`src/rtl/stim_seq_misr_pkg.sv`:
```
// Shared types and constants for the self-test stimulus sequencer and its MISR.
package stim_seq_misr_pkg;

    typedef enum logic [1:0] {
        ST_IDLE,
        ST_LOAD,
        ST_RUN,
        ST_DONE
    } state_t;

    localparam int VEC_W  = 8;
    localparam int MISR_W = 8;
    localparam int CNT_W  = 16;

    // Fibonacci taps 7,5,4,3 for x^8+x^6+x^5+x^4+1
    localparam logic [VEC_W-1:0]  LFSR_TAPS = 8'hB8;
    localparam logic [MISR_W-1:0] MISR_POLY = 8'h1D;

    function automatic logic [VEC_W-1:0] lfsr_next(input logic [VEC_W-1:0] v);
        return {v[VEC_W-2:0], ^(v & LFSR_TAPS)};
    endfunction

endpackage

```
`src/rtl/stim_seq_misr_misr8.sv`:
```
// 8-bit multiple-input signature register compacting a 2-bit response per enabled cycle.
module misr8
    import stim_seq_misr_pkg::*;
(
    input  logic              clk,
    input  logic              rst_n,
    input  logic              clear,
    input  logic [MISR_W-1:0] init,
    input  logic              en,
    input  logic [1:0]        din,
    output logic [MISR_W-1:0] q
);

    logic [MISR_W-1:0] q_reg;
    logic [MISR_W-1:0] q_next;

    always_comb begin
        q_next = {q_reg[MISR_W-2:0], 1'b0}
               ^ (q_reg[MISR_W-1] ? MISR_POLY : '0)
               ^ {{(MISR_W-2){1'b0}}, din};
    end

    always_ff @(posedge clk or negedge rst_n) begin
        if (!rst_n) begin
            q_reg <= '0;
        end else if (clear) begin
            q_reg <= init;
        end else if (en) begin
            q_reg <= q_next;
        end
    end

    assign q = q_reg;

endmodule

```
`src/rtl/stim_seq_misr.sv`:
```
// Self-test stage: drives counter/LFSR stimulus into the combinational core and
// compacts its T/f responses into a MISR signature under a start/abort handshake.
module stim_seq_misr
    import stim_seq_misr_pkg::*;
#(
    parameter int              NUM_VEC   = 256,
    parameter logic [VEC_W-1:0] SEED      = 8'h01,
    parameter logic [MISR_W-1:0] MISR_INIT = 8'h00
) (
    input  logic              clk,
    input  logic              rst_n,
    input  logic              start,
    input  logic              abort,
    input  logic              mode,
    output logic [3:0]        s_o,
    output logic [3:0]        r_o,
    input  logic              t_i,
    input  logic              f_i,
    output logic              busy,
    output logic              done,
    output logic [MISR_W-1:0] signature,
    output logic [CNT_W-1:0]  vec_cnt
);

    localparam logic [CNT_W-1:0] LAST_CNT  = CNT_W'(NUM_VEC - 1);
    // An all-zero LFSR would lock up, so a zero seed becomes 1 in LFSR mode
    localparam logic [VEC_W-1:0] LFSR_SEED = (SEED == '0) ? 8'h01 : SEED;

    state_t             state_reg, state_next;
    logic               mode_reg;
    logic [VEC_W-1:0]   vec_reg;
    logic [CNT_W-1:0]   cnt_reg;
    logic               take_start;
    logic               load;
    logic               step;

    always_comb begin
        state_next = state_reg;
        take_start = 1'b0;
        load       = 1'b0;
        step       = 1'b0;
        case (state_reg)
            ST_IDLE, ST_DONE: begin
                if (start) begin
                    take_start = 1'b1;
                    state_next = ST_LOAD;
                end
            end
            ST_LOAD: begin
                if (abort) begin
                    state_next = ST_IDLE;
                end else begin
                    load       = 1'b1;
                    state_next = ST_RUN;
                end
            end
            ST_RUN: begin
                // Abort also beats the final-vector transition to DONE
                if (abort) begin
                    state_next = ST_IDLE;
                end else begin
                    step = 1'b1;
                    if (cnt_reg == LAST_CNT) begin
                        state_next = ST_DONE;
                    end
                end
            end
            default: state_next = ST_IDLE;
        endcase
    end

    always_ff @(posedge clk or negedge rst_n) begin
        if (!rst_n) begin
            state_reg <= ST_IDLE;
            mode_reg  <= 1'b0;
            vec_reg   <= '0;
            cnt_reg   <= '0;
        end else begin
            state_reg <= state_next;
            if (take_start) begin
                mode_reg <= mode;
            end
            if (load) begin
                vec_reg <= mode_reg ? LFSR_SEED : SEED;
                cnt_reg <= '0;
            end else if (step) begin
                vec_reg <= mode_reg ? lfsr_next(vec_reg) : vec_reg + 8'd1;
                cnt_reg <= cnt_reg + 16'd1;
            end
        end
    end

    misr8 u_misr (
        .clk   (clk),
        .rst_n (rst_n),
        .clear (load),
        .init  (MISR_INIT),
        .en    (step),
        .din   ({t_i, f_i}),
        .q     (signature)
    );

    assign s_o     = vec_reg[3:0];
    assign r_o     = vec_reg[7:4];
    assign busy    = (state_reg == ST_LOAD) || (state_reg == ST_RUN);
    assign done    = (state_reg == ST_DONE);
    assign vec_cnt = cnt_reg;

endmodule

```
`config.mk`:
```
export PLATFORM = sky130hd
export DESIGN_NAME = stim_seq_misr
export DESIGN_NICKNAME = d
export VERILOG_FILES = /design/src/rtl/stim_seq_misr_pkg.sv /design/src/rtl/stim_seq_misr_misr8.sv /design/src/rtl/stim_seq_misr.sv
export SDC_FILE = /design/constraint.sdc
export NUM_CORES = 1
export LEC_CHECK = 0
export CORE_ASPECT_RATIO = 1.1
export CORE_MARGIN = 4
export CORE_UTILIZATION = 45
export DETAILED_ROUTE_END_ITERATION = 6
export MAX_ROUTING_LAYER = met4
export PLACE_DENSITY = 0.73
export SYNTH_ARGS = -nofsm -noshare
export SYNTH_HDL_FRONTEND = slang
export SYNTH_SLANG_ARGS = --single-unit
```
`constraint.sdc`:
```
create_clock -name clk -period 4.1 [get_ports clk]
set_input_delay 0.41 -clock clk [delete_from_list [all_inputs] [get_ports clk]]
set_output_delay 0.41 -clock clk [all_outputs]
set_load 0.05 [all_outputs]
```
==> results.json, run 1 <==
{
  "gp_congestion": 0.8275,
  "synthDistinctLibCells": 41,
  "r2r_cells": 6,
  "grt_max_degree": 36,
  "hold_violations": 0,
  "worstPathRequired_ns": 3.69,
  "finalSetupViolations": 0,
  "startpoint_type": "flop",
  "power.density_nw_per_um2": 474.6,
  "cts_buffers": 5,
  "post-route-cell-area_sq_um": 2456,
  "reg2reg_slack_ns": 1.85,
  "final_nets": 253,
  "cts_max_level": 2,
  "area_growth_pct": 30.43,
  "layout_commonest_cell": "clkdlybuf4s50_1",
  "placed_cell_area_sq_um": 2323,
  "tritoncts": "built",
  "cts_root_buffer": "clkbuf_8",
  "worstSetupPathType": "reg2out",
  "synth_fp_nets": 214,
  "outcome": "completed",
  "cp_slowest_stage_delay_ns": 0.81,
  "fp-row-count": 24,
  "worst_r2r_endpoint": "vec_cnt[14]$_DFFE_PN0P_",
  "cp_max_fo": 3,
  "path_buf_inv": 3,
  "crit_slowest_cell": "clkdlybuf4s50_1",
  "cts_resized": 0,
  "die_area_sq_um": 5285,
  "die_h_um": 75.85,
  "cts-hold-fix-buffers": 0,
  "port_buffers": 40,
  "io_pins": 41,
  "netlist_instances": 201,
  "synth_area_sq_um": 1883,
  "crit_path_end_kind": "output port",
  "drv_slew": 0,
  "max_freq_ghz": 0.4189,
  "cpMostUsedCell": "inv_1",
  "grt.total_usage_pct": 16.81,
  "grt_pass1_vias": 1576,
  "crit_path_end": "busy",
  "worst_pin_slew_ns": 0.9134,
  "final_cell_mix": "40 x clkdlybuf4s50_1, 35 x dfrtp_1, 22 x nor2_1, 20 x nand2_1, 15 x o21ai_0",
  "ant_nets": 0,
  "arrival_ns": 1.98,
  "relSlewSlack_pct": 38.98,
  "cts_setup_buffers": 0,
  "clock_latency_ns": 0.28,
  "path_cells": "inv_1 > ha_1 > inv_1 > clkdlybuf4s50_1",
  "yosysSeqAreaShare_pct": 46.51,
  "p_leak_nw": 0.9996,
  "coreArea_sq_um": 3994,
  "grt_pass1_wl_um": 6941,
  "dr.pass1.iters": 4,
  "critical_path.top_delay_family": "buffers and inverters",
  "rsz0062_at_grt": "false",
  "wire_per_inst_um": 13.63,
  "vias_per_cell": 5.553,
  "ir_drop_mv": 0.3812,
  "start_util_pct": 47.15,
  "finalCritPeriodShare_pct": 58.22,
  "initialDrtViolationCount": 136,
  "final_core_util_pct": 61.50,
  "vias": 1627,
  "min_path_type": "reg2reg",
  "critical_path_depth": 4,
  "max-clock-path-buffers": 2,
  "place_hpwl_um": 2874,
  "drive_above_1_share_pct": 5.809,
  "reg2reg_from": "state_reg[0]$_DFFE_PN0P_",
  "startpoint": "state_reg[0]$_DFFE_PN0P_",
  "skew_ns": 0.005786,
  "drc": 0,
  "ys_ff_latch": 35,
  "routed_wl_um": 3995,
  "die_w_um": 69.68,
  "drv_cap": 0,
  "clock_sinks": 35,
  "antenna_found_initial": 0,
  "setup_tns_ns": 0,
  "path_clk_slew_ns": 0.07,
  "synth.avg_cell_area_sq_um": 9.368,
  "min_period_ns": 2.387,
  "diodes": 0,
  "overflow": 0,
  "largest_reg_flops": 16,
  "ys_warn_count": 0
}
==> worst register-to-register path, cell delays in order (launching register included) <==
cell	delay (ns)
dfrtp_1	0.40
inv_1	0.08
ha_1	0.27
nand2b_1	0.18
or4_1	0.59
or4_1	0.50
a21oi_1	0.15
==> area by class of cell <==
class	count	area (sq um)
fill	346	1538
multi-input combinational	147	933.4
sequential	35	875.8
timing repair buffer	42	415.4
clock buffer	6	72.57
tap	52	65.06
clock inverter	2	60.06
inverter	9	33.78
==> cell usage after synthesis, drive strengths merged <==
cell type / n / area share (%)
clkbuf: 8 / 1.7
nor3b: 1 / 0.40
xnor2: 12 / 5.6
nor2: 22 / 4.4
a21o: 1 / 0.40
or4: 6 / 2.5
a21oi: 8 / 2.1
a22oi: 4 / 1.6
o22ai: 1 / 0.33
nand2: 20 / 4.0
nor4: 3 / 1.0
or3: 1 / 0.33
a41o: 1 / 0.53
dfrtp: 35 / 47
a31o: 1 / 0.47
xor2: 4 / 1.9
a31oi: 1 / 0.33
inv: 9 / 1.8
o21ai: 15 / 4.0
mux2i: 3 / 1.6
ha: 6 / 4.0
nor2b: 2 / 0.66
a32oi: 2 / 0.93
and3: 1 / 0.33
a211oi: 1 / 0.40
nand4: 4 / 1.3
a22o: 4 / 1.9
nor3: 6 / 1.6
o31ai: 3 / 1.2
or3b: 1 / 0.47
nand3: 5 / 2.0
mux2: 1 / 0.60
nand4b: 1 / 0.47
o2bb2ai: 2 / 0.93
buf: 2 / 0.46
nand2b: 2 / 0.66
o21bai: 2 / 0.80
==> layer usage <==
layer	track usage, %	up-vias	routed length (um)
met5	-	-	0
met3	4.090	5	195
met2	28.60	34	1964
li1	-	790	-
met1	20.00	798	1804
met4	5.532	0	31
==> worst min path at each step <==
stage	end	from	cells past startpoint
6_report	u_misr.q[4]$_DFFE_PN0P_	u_misr.q[4]$_DFFE_PN0P_	2
5_1_grt	u_misr.q[7]$_DFFE_PN0P_	u_misr.q[6]$_DFFE_PN0P_	1
4_1_cts	u_misr.q[4]$_DFFE_PN0P_	u_misr.q[4]$_DFFE_PN0P_	2
3_5_place_dp	u_misr.q[4]$_DFFE_PN0P_	u_misr.q[4]$_DFFE_PN0P_	2
3_3_place_gp	u_misr.q[4]$_DFFE_PN0P_	u_misr.q[4]$_DFFE_PN0P_	2
2_1_floorplan	mode_reg$_DFFE_PN0P_	rst_n	0
==> stage by stage <==
step | total power [mW] | setup slack, ns | hold WS (ns) | cells
2_1_floorplan | 0.6953 | 1.729 | 0.1144 | 201
3_3_place_gp | 0.8036 | 1.604 | 0.5070 | 285
3_5_place_dp | 0.8133 | 1.559 | 0.5126 | 285
4_1_cts | 1.180 | 1.695 | 0.5403 | 293
5_1_grt | 1.234 | 1.640 | 0.5565 | 293
6_report | 1.166 | 1.713 | 0.5340 | 293
==> cell families after synthesis <==
logic type | after synthesis | share of synthesized area, %
adder cells (fa/ha/maj) | 6 | 3.987
AND/OR/NAND/NOR | 75 | 20.07
buffers and inverters | 19 | 3.920
flip-flops | 35 | 46.51
multiplexers | 4 | 2.193
AO/OA/AOI/OAI | 46 | 15.88
XOR/XNOR | 16 | 7.442
==> power by group <==
part           total (mW)  internal (mW)  switching (mW)
registers           0.435          0.376          0.0593
clock network       0.362          0.243           0.119
logic               0.369          0.130           0.239
total                1.17          0.749           0.417
Power figures use the tool's default switching activity.
==> run 2: changes to the inputs <==
- clock period: 4.1 -> 2.5 ns (I/O delays scaled with it)
==> results.json, run 2 (synthesis gave the netlist of run 1 again) <==
{
  "clock_sinks": 35,
  "worstSetupPathType": "reg2out",
  "cpMostUsedCell": "inv_1",
  "crit_slowest_cell": "clkdlybuf4s50_1",
  "cts_max_level": 2,
  "coreArea_sq_um": 3994,
  "die_area_sq_um": 5285,
  "overflow": 0,
  "path_clk_slew_ns": 0.07,
  "dp_slack_ns": 0.2261,
  "port_buffers": 40,
  "cts_resized": 0,
  "antenna_found_initial": 0,
  "clkPwrFrac_pct": 25.0,
  "path_buf_inv": 3,
  "gp_congestion": 0.8947,
  "largest_reg_flops": 16,
  "ir_drop_mv": 0.5060,
  "place_hpwl_um": 2797,
  "start_util_pct": 47.15,
  "cts_setup_buffers": 0,
  "initialDrtViolationCount": 77,
  "post-place-cells": 288,
  "grt_max_degree": 36,
  "cts_root_buffer": "clkbuf_8",
  "finalSetupViolations": 0,
  "min_period_ns": 2.231,
  "cp_slowest_stage_delay_ns": 0.81,
  "layout_commonest_cell": "clkdlybuf4s50_1",
  "vias_per_cell": 5.348,
  "drv_slew": 0,
  "outcome": "completed",
  "wire_per_inst_um": 13.25,
  "finalPower_mw": 1.766,
  "ant_nets": 0,
  "grt.total_usage_pct": 16.18,
  "p_int_mw": 1.088,
  "final_cell_mix": "40 x clkdlybuf4s50_1, 35 x dfrtp_1, 22 x nor2_1, 20 x nand2_1, 15 x o21ai_0",
  "multiInputGateArea_sq_um": 933.4,
  "crit_path_end_kind": "output port",
  "drive_above_1_share_pct": 6.967,
  "rsz0062_at_grt": "false",
  "clock_latency_ns": 0.28,
  "cp_max_fo": 3,
  "seq_area_sq_um": 875.8,
  "grt_pass1_wl_um": 6534,
  "hold_violations": 0,
  "fp-row-count": 24,
  "worst_slack_ns": 0.2687,
  "path_cells": "inv_1 > ha_1 > inv_1 > clkdlybuf4s50_1",
  "die_w_um": 69.68,
  "dr.pass1.iters": 4,
  "grt_pass1_vias": 1460,
  "switching_share_pct": 38.37,
  "skew_ns": 0.002054,
  "area_growth_pct": 29.90,
  "setup_tns_ns": 0,
  "p_seq_share_pct": 40.2,
  "die_h_um": 75.85,
  "max_freq_ghz": 0.4482,
  "diodes": 0,
  "cts-hold-fix-buffers": 0,
  "power.density_nw_per_um2": 722.0,
  "arrival_ns": 1.98,
  "vias": 1583,
  "placed_cell_area_sq_um": 2346,
  "cts_buffers": 5,
  "fillers": 355,
  "routed_wl_um": 3922,
  "final_cells": 296,
  "final_core_util_pct": 61.25,
  "max-clock-path-buffers": 2,
  "min_path_type": "in2async",
  "final_nets": 256,
  "pwr-share-comb_pct": 34.8,
  "io_pins": 41,
  "critical_path.top_delay_family": "buffers and inverters",
  "power_switching_uw": 677.6,
  "worst_pin_slew_ns": 0.5729,
  "drv_cap": 0,
  "tritoncts": "built",
  "relSlewSlack_pct": 61.81,
  "whs_ns": 0.3778,
  "reg2reg_slack_ns": 0.33,
  "startpoint_type": "flop",
  "p_leak_nw": 1.001,
  "finalCritPeriodShare_pct": 89.25,
  "worstPathRequired_ns": 2.25,
  "drc": 0,
  "post-route-cell-area_sq_um": 2446
}
[run 2: cell count changes in the layout (fill, tap and decap cells not counted)]
cell,delta
buf_4,+3
bufinv_16,-2
clkbuf_8,+2
[run 2: routing by layer]
| metal | part of all wire [%] | track usage, % | routed length [um] | vias to the layer above |
|---|---|---|---|---|
| li1 | - | - | - | 794 |
| met1 | 46 | 18.96 | 1790 | 747 |
| met2 | 48 | 27.01 | 1871 | 38 |
| met3 | 5.8 | 4.354 | 227 | 4 |
| met4 | 0.84 | 6.383 | 33 | 0 |
| met5 | 0 | - | 0 | - |
[run 2: area by class of cell]
class	instances	area share (%)
Clock buffer	8	4.092
Inverter	9	1.381
Multi-Input combinational cell	147	38.16
Sequential cell	35	35.81
Tap cell	52	2.660
Timing Repair Buffer	45	17.90
[run 2: power by group through the flow]
stage	sequential [mW]	combinational (mW)	clock (mW)
after floorplan	0.771	0.369	0
after global placement	0.718	0.610	0
after detailed placement	0.719	0.621	0
after CTS	0.708	0.623	0.458
after global routing	0.722	0.674	0.479
final	0.710	0.615	0.441
[run 2: final timing paths]
path	start	end	cells after the start
setup / recovery	state_reg[0]$_DFFE_PN0P_	busy	4
hold / removal	rst_n	vec_cnt[11]$_DFFE_PN0P_	2
setup reg to reg	state_reg[0]$_DFFE_PN0P_	vec_cnt[14]$_DFFE_PN0P_	6
hold reg to reg	u_misr.q[4]$_DFFE_PN0P_	u_misr.q[4]$_DFFE_PN0P_	2
max in group asynchronous	rst_n	vec_reg[5]$_DFFE_PN0P_	2
min in group clk	u_misr.q[4]$_DFFE_PN0P_	u_misr.q[4]$_DFFE_PN0P_	2
